`src/rtl/cheri_trvk_mc_stage.sv`:
```
// Multi-channel temporal-revocation check: per-channel query FIFOs arbitrated round-robin
// onto one TSMAP bitmap SRAM port, returning a per-channel clear-tag verdict.
module cheri_trvk_mc_stage #(
   parameter int unsigned NumCh        = 2,
   parameter int unsigned FifoDepth    = 2,
   parameter int unsigned TagW         = 5,
   parameter logic [31:0] HeapBase     = 32'h8000_0000,
   parameter int unsigned TSMapSize    = 1024,
   parameter int unsigned GranuleShift = 3,
   parameter int unsigned AddrW        = 16
) (
   input  logic                   clk_i,
   input  logic                   rst_ni,
   input  logic [NumCh-1:0]       ch_valid_i,
   output logic [NumCh-1:0]       ch_ready_o,
   input  logic [NumCh*32-1:0]    ch_base_i,
   input  logic [NumCh-1:0]       ch_tag_valid_i,
   input  logic [NumCh-1:0]       ch_err_i,
   input  logic [NumCh-1:0]       ch_seal_i,
   input  logic [NumCh*TagW-1:0]  ch_qtag_i,
   output logic [NumCh-1:0]       res_valid_o,
   output logic                   res_clrtag_o,
   output logic [TagW-1:0]        res_qtag_o,
   output logic                   tsmap_req_o,
   input  logic                   tsmap_gnt_i,
   output logic [AddrW-1:0]       tsmap_addr_o,
   input  logic                   tsmap_rvalid_i,
   input  logic [31:0]            tsmap_rdata_i
);

   localparam int unsigned ChW  = (NumCh > 1) ? $clog2(NumCh) : 1;
   localparam int unsigned PtrW = (FifoDepth > 1) ? $clog2(FifoDepth) : 1;
   localparam int unsigned CntW = PtrW + 1;

   typedef struct packed {
      logic [31:0]     base;
      logic            tag_valid;
      logic            err;
      logic            seal;
      logic [TagW-1:0] qtag;
   } entry_t;

   typedef enum logic [1:0] {StIdle, StReq, StWait, StResp} state_e;

   state_e           state_q, state_d;
   logic [NumCh-1:0] push_c, pop_c, nonempty_c;
   entry_t           head_c [NumCh];

   // Per-channel FIFO; ready is registered from the post-update occupancy.
   for (genvar g = 0; g < NumCh; g++) begin : g_fifo
      entry_t          mem_q [FifoDepth];
      entry_t          in_c;
      logic [PtrW-1:0] wptr_q, rptr_q;
      logic [CntW-1:0] cnt_q, cnt_d;
      logic            rdy_q;

      assign in_c.base      = ch_base_i[g*32 +: 32];
      assign in_c.tag_valid = ch_tag_valid_i[g];
      assign in_c.err       = ch_err_i[g];
      assign in_c.seal      = ch_seal_i[g];
      assign in_c.qtag      = ch_qtag_i[g*TagW +: TagW];

      assign push_c[g]     = ch_valid_i[g] & rdy_q;
      assign nonempty_c[g] = (cnt_q != '0);
      assign head_c[g]     = mem_q[rptr_q];
      assign ch_ready_o[g] = rdy_q;

      always_comb begin
         cnt_d = cnt_q;
         if (push_c[g] && !pop_c[g]) begin
            cnt_d = cnt_q + CntW'(1);
         end else if (!push_c[g] && pop_c[g]) begin
            cnt_d = cnt_q - CntW'(1);
         end
      end

      always_ff @(posedge clk_i or negedge rst_ni) begin
         if (!rst_ni) begin
            wptr_q <= '0;
            rptr_q <= '0;
            cnt_q  <= '0;
            rdy_q  <= 1'b0;
         end else begin
            if (push_c[g]) wptr_q <= wptr_q + PtrW'(1);
            if (pop_c[g])  rptr_q <= rptr_q + PtrW'(1);
            cnt_q <= cnt_d;
            rdy_q <= (cnt_d != CntW'(FifoDepth));
         end
      end

      always_ff @(posedge clk_i) begin
         if (push_c[g]) mem_q[wptr_q] <= in_c;
      end
   end

   // Round-robin pick: first non-empty channel above the last one served.
   logic [ChW-1:0] rr_q, rr_d, sel_c;
   logic           found_c;

   always_comb begin
      sel_c   = rr_q;
      found_c = 1'b0;
      for (int unsigned i = 1; i <= NumCh; i++) begin
         if (!found_c && nonempty_c[ChW'((32'(rr_q) + i) % NumCh)]) begin
            found_c = 1'b1;
            sel_c   = ChW'((32'(rr_q) + i) % NumCh);
         end
      end
   end

   entry_t      sel_e_c;
   logic [31:0] off_c, ptr_c;
   logic [26:0] word_c;
   logic [4:0]  bit_c;
   logic        need_c;

   assign sel_e_c = head_c[sel_c];
   assign off_c   = sel_e_c.base - HeapBase;
   assign ptr_c   = off_c >> GranuleShift;
   assign word_c  = ptr_c[31:5];
   assign bit_c   = ptr_c[4:0];
   assign need_c  = sel_e_c.tag_valid & ~sel_e_c.err & ~sel_e_c.seal &
                    (sel_e_c.base >= HeapBase) & ({5'd0, word_c} < TSMapSize);

   always_ff @(posedge clk_i or negedge rst_ni) begin
      if (!rst_ni) state_q <= StIdle;
      else         state_q <= state_d;
   end

   always_comb begin
      state_d = state_q;
      unique case (state_q)
         StIdle:  if (found_c) state_d = need_c ? StReq : StResp;
         StReq:   if (tsmap_gnt_i) state_d = tsmap_rvalid_i ? StResp : StWait;
         StWait:  if (tsmap_rvalid_i) state_d = StResp;
         StResp:  state_d = StIdle;
         default: state_d = StIdle;
      endcase
   end

   logic [TagW-1:0]  qtag_q, qtag_d;
   logic [ChW-1:0]   ch_q, ch_d;
   logic [4:0]       bit_q, bit_d;
   logic             clrtag_q, clrtag_d;
   logic             req_q, req_d;
   logic [AddrW-1:0] addr_q, addr_d;
   logic [NumCh-1:0] res_valid_q, res_valid_d;
   logic             res_clrtag_q, res_clrtag_d;
   logic [TagW-1:0]  res_qtag_q, res_qtag_d;
   logic             take_c, cap_c;

   // Pop/latch on arbitration, capture bitmap bit on rvalid, stage registered outputs.
   always_comb begin
      pop_c        = '0;
      take_c       = (state_q == StIdle) && found_c;
      cap_c        = tsmap_rvalid_i &&
                     (((state_q == StReq) && tsmap_gnt_i) || (state_q == StWait));
      rr_d         = rr_q;
      qtag_d       = qtag_q;
      ch_d         = ch_q;
      bit_d        = bit_q;
      addr_d       = addr_q;
      clrtag_d     = clrtag_q;
      res_valid_d  = '0;
      res_clrtag_d = 1'b0;
      res_qtag_d   = '0;
      req_d        = (state_d == StReq);
      if (take_c) begin
         pop_c[sel_c] = 1'b1;
         rr_d         = sel_c;
         qtag_d       = sel_e_c.qtag;
         ch_d         = sel_c;
         bit_d        = bit_c;
         addr_d       = AddrW'(word_c);
         clrtag_d     = 1'b0;
      end else if (cap_c) begin
         clrtag_d = tsmap_rdata_i[bit_q];
      end
      if (state_q == StResp) begin
         res_valid_d[ch_q] = 1'b1;
         res_clrtag_d      = clrtag_q;
         res_qtag_d        = qtag_q;
      end
   end

   always_ff @(posedge clk_i or negedge rst_ni) begin
      if (!rst_ni) begin
         rr_q         <= ChW'(NumCh - 1);
         qtag_q       <= '0;
         ch_q         <= '0;
         bit_q        <= '0;
         clrtag_q     <= 1'b0;
         req_q        <= 1'b0;
         addr_q       <= '0;
         res_valid_q  <= '0;
         res_clrtag_q <= 1'b0;
         res_qtag_q   <= '0;
      end else begin
         rr_q         <= rr_d;
         qtag_q       <= qtag_d;
         ch_q         <= ch_d;
         bit_q        <= bit_d;
         clrtag_q     <= clrtag_d;
         req_q        <= req_d;
         addr_q       <= addr_d;
         res_valid_q  <= res_valid_d;
         res_clrtag_q <= res_clrtag_d;
         res_qtag_q   <= res_qtag_d;
      end
   end

   assign tsmap_req_o  = req_q;
   assign tsmap_addr_o = addr_q;
   assign res_valid_o  = res_valid_q;
   assign res_clrtag_o = res_clrtag_q;
   assign res_qtag_o   = res_qtag_q;

endmodule

```
`config.mk`:
```
export PLATFORM = sky130hd
export DESIGN_NAME = cheri_trvk_mc_stage
export DESIGN_NICKNAME = d
export VERILOG_FILES = /design/src/rtl/cheri_trvk_mc_stage.sv
export SDC_FILE = /design/constraint.sdc
export NUM_CORES = 1
export LEC_CHECK = 0
export BUFFER_PORTS_ARGS = -buffer_cell sky130_fd_sc_hd__buf_2
export CORE_MARGIN = 5
export CORE_UTILIZATION = 50
export CTS_BUF_LIST = sky130_fd_sc_hd__clkbuf_8
export CTS_CLUSTER_SIZE = 30
export DETAILED_ROUTE_END_ITERATION = 8
export MAX_ROUTING_LAYER = met4
export PLACE_DENSITY = 0.82
export SYNTH_ARGS = -nofsm -noshare
export SYNTH_HDL_FRONTEND = slang
export SYNTH_SLANG_ARGS = --single-unit
```
`constraint.sdc`:
```
create_clock -name clk_i -period 8.3 [get_ports clk_i]
set_clock_uncertainty 0.15 [all_clocks]
set_input_delay 0.415 -clock clk_i [delete_from_list [all_inputs] [get_ports clk_i]]
set_output_delay 0.415 -clock clk_i [all_outputs]
set_load 0.1 [all_outputs]
```
==> out/results.ini <==
[status]
status=complete, no violations

[global_routing]
grt_pass1_wl_um=26210
antenna_found_initial=0
grt_max_degree=51
grt_overflow_total=0
grt_pass1_vias=5164
track_usage_pct=19.48

[yosys]
synth-main-ff-cell=edfxtp_1
synth_commonest_cells=148 x edfxtp_1, 49 x dfrtp_1, 40 x nand2_1
syn_area_um2=7751
synth_edf_count=148
postSynthCellCount=496
synthArstFlopShare_pct=25.25
synth_area_leaders=edfxtp_1 57%, dfrtp_1 16%, mux2i_1 4.0%
synth_seq_cells=198
syn_avg_cell_area_um2=15.63
ys_seq_area_share_pct=73.49
synth_top_area_share_pct=57.34
synth_area_leader_cell=edfxtp_1
ys_warn_count=0
synth.distinct_cells=50
synthesis.nets=616
yosysMostFrequentCell=edfxtp_1

[sta]
finalSetupTns_ns=0
worst_pin_slew_ns=1.219
whs_ns=0.03977
fin_crit_sh_pct=34.19
slew_headroom_pct=18.55
period_minus_slack_ns=2.838
fmax_ghz=0.3524
fin_ws_ns=5.462
finalMaxSlewViolations=0
rsz0062_at_grt=false
setup_viol=0
hold_viol_final=0

[hold_path]
hp-start=ch_qtag_i[8]
whs_path_depth=1
hold_end=g_fifo[1].mem_q[0][3]
min_path_type=input port to register

[critical_path]
critPathLaunchType=register
cp_common_cell=nor2_1
r2r-end=tsmap_req_o
critPathTopFamily=simple AND/OR/NAND/NOR gates
r2r_start=g_fifo[1].cnt_q[1]
crit_type=register to register
crit_buf_inv=1
r2r_setup_slack_ns=5.46
worstSetupEndpointType=register
cp_slowest_cell=or2_2
cpPeakStageDelay_ns=0.86
ff2ff_path_depth=7
path_cells=inv_1, ha_1, nor2_1, or2_2, nand3_1, a41oi_1, nor2_1
crit_arrival_ns=3.02
worstPathMaxFanout=50
worstPathRequired_ns=8.48

[placement]
dp_cells=797
gp_congestion=0.8245
hpwl_um=10600
pre_cts_slack_ns=5.472
port_buffers=138
placed_area_um2=8586

[power_and_ir_drop]
pwr-share-clk_pct=16.5
total_power_mw=3.501
leakage_nw=3.836
p_sw_mw=1.448
power.share.combinational_pct=38.6
peakVddDrop_mv=0.1681
power_density_nw_per_um2=361.2
switching_share_pct=41.36
p_seq_share_pct=44.9
power.internal_mw=2.053

[detailed_routing]
drc=0
vias=4824
drt_first_pass_iters=4
wirelength_um=16550
vias_per_cell=5.348
routedWlPerCell_um=18.34
drtAntennaViolNets=0
drtIter0Drc=294

[clocking]
cts_root_buf=clkbuf_8
clkSinkCount=198
cts_inserted_buffers=17
cts_resized=0
tritoncts=yes
cts_buffer_depth=2
ctsHoldBuffers=74
cts_setup_buffers=0
clk_latency_ns=0.45
htreeDepth=4
path_clk_slew_ns=0.09

[cells_and_area]
drive_gt1_share_pct=28.99
fin_nets=822
antenna_cells=0
layout.cells.non_filler=902
post-route-util_pct=63.77
area_delta_synth_final_pct=25.07
stdcell_area_um2=9694

[floorplanning]
die_y_um=134.5
ios=145
rows=45
initial_core_util_pct=50.99
die_w_um=134.5
core-area_um2=15200
die_area_um2=18090

[job]
drv_cap=0

layout make-up:
| class | count | area, um2 |
|---|---|---|
| Fill cell | 1117 | 5508 |
| Timing Repair Buffer | 214 | 1446 |
| Inverter | 7 | 26.28 |
| Multi-Input combinational cell | 264 | 1919 |
| Tap cell | 188 | 235.2 |
| Clock buffer | 17 | 234.0 |
| Sequential cell | 198 | 5699 |
| Clock inverter | 14 | 133.9 |
sequential cells by signal, summed over array words and instances (netlist names), 4 cells and up:
signal / count
g_fifo.mem_q: 148
g_fifo.cnt_q: 4
bit_q: 5
qtag_q: 5
tsmap_addr_o: 16
res_qtag_o: 5
routing by layer:
layer	part of all wire (%)	routed length, um	vias to the layer above	global-route usage, %
met4	2.0	325	0	7.070
met3	5.0	832	27	3.763
li1	-	-	2276	-
met2	52	8527	150	33.18
met5	0	0	-	-
met1	41	6862	2371	23.33
power by group through the flow:
stage	Clock (mW)	Sequential [mW]	Combinational [mW]
after floorplan	0	1.84	0.777
after global placement	0	1.57	1.29
after detailed placement	0	1.60	1.33
after CTS	0.590	1.57	1.36
after global routing	0.629	1.60	1.46
final	0.579	1.57	1.35
cells by family (layout without fill, tap and decap cells):
| group | after synthesis | in the layout | share of synthesized area (%) |
|---|---|---|---|
| flops | 198 | 198 | 73.49 |
| simple gates | 117 | 117 | 7.619 |
| compound gates | 70 | 70 | 5.214 |
| mux | 65 | 65 | 10.20 |
| buf+inv | 34 | 252 | 1.985 |
| xor+xnor | 8 | 8 | 0.9040 |
| fa+ha+maj | 4 | 4 | 0.5811 |
how the worst max path moves through the flow:
stage,startpoint,end,depth (start not counted)
after detailed placement,g_fifo[1].cnt_q[1],tsmap_req_o,7
after global routing,g_fifo[1].cnt_q[0],tsmap_req_o,7
final,g_fifo[1].cnt_q[1],tsmap_req_o,7
after CTS,g_fifo[1].cnt_q[1],tsmap_req_o,7
after floorplan,ch_valid_i[1],g_fifo[1].mem_q[0][0],2
after global placement,g_fifo[1].cnt_q[0],tsmap_req_o,7
layout by cell type, fill, tap and decap left out, types with 5 or more instances in the layout:
| cell type | Yosys | layout |
|---|---|---|
| o21ai_1 | 31 | 31 |
| inv_1 | 7 | 7 |
| clkbuf_8 | 0 | 17 |
| buf_2 | 8 | 138 |
| nor4b_1 | 6 | 6 |
| and3_1 | 10 | 8 |
| xnor2_1 | 8 | 8 |
| mux4_1 | 5 | 5 |
| nor2_1 | 28 | 26 |
| nand2_1 | 40 | 40 |
| a21oi_1 | 19 | 19 |
| mux2i_1 | 31 | 31 |
| dfrtp_1 | 49 | 47 |
| dlygate4sd3_1 | 0 | 74 |
| edfxtp_1 | 148 | 148 |
| nor4_1 | 8 | 8 |
| mux2_2 | 24 | 24 |
(Power assumes the default switching activity.)
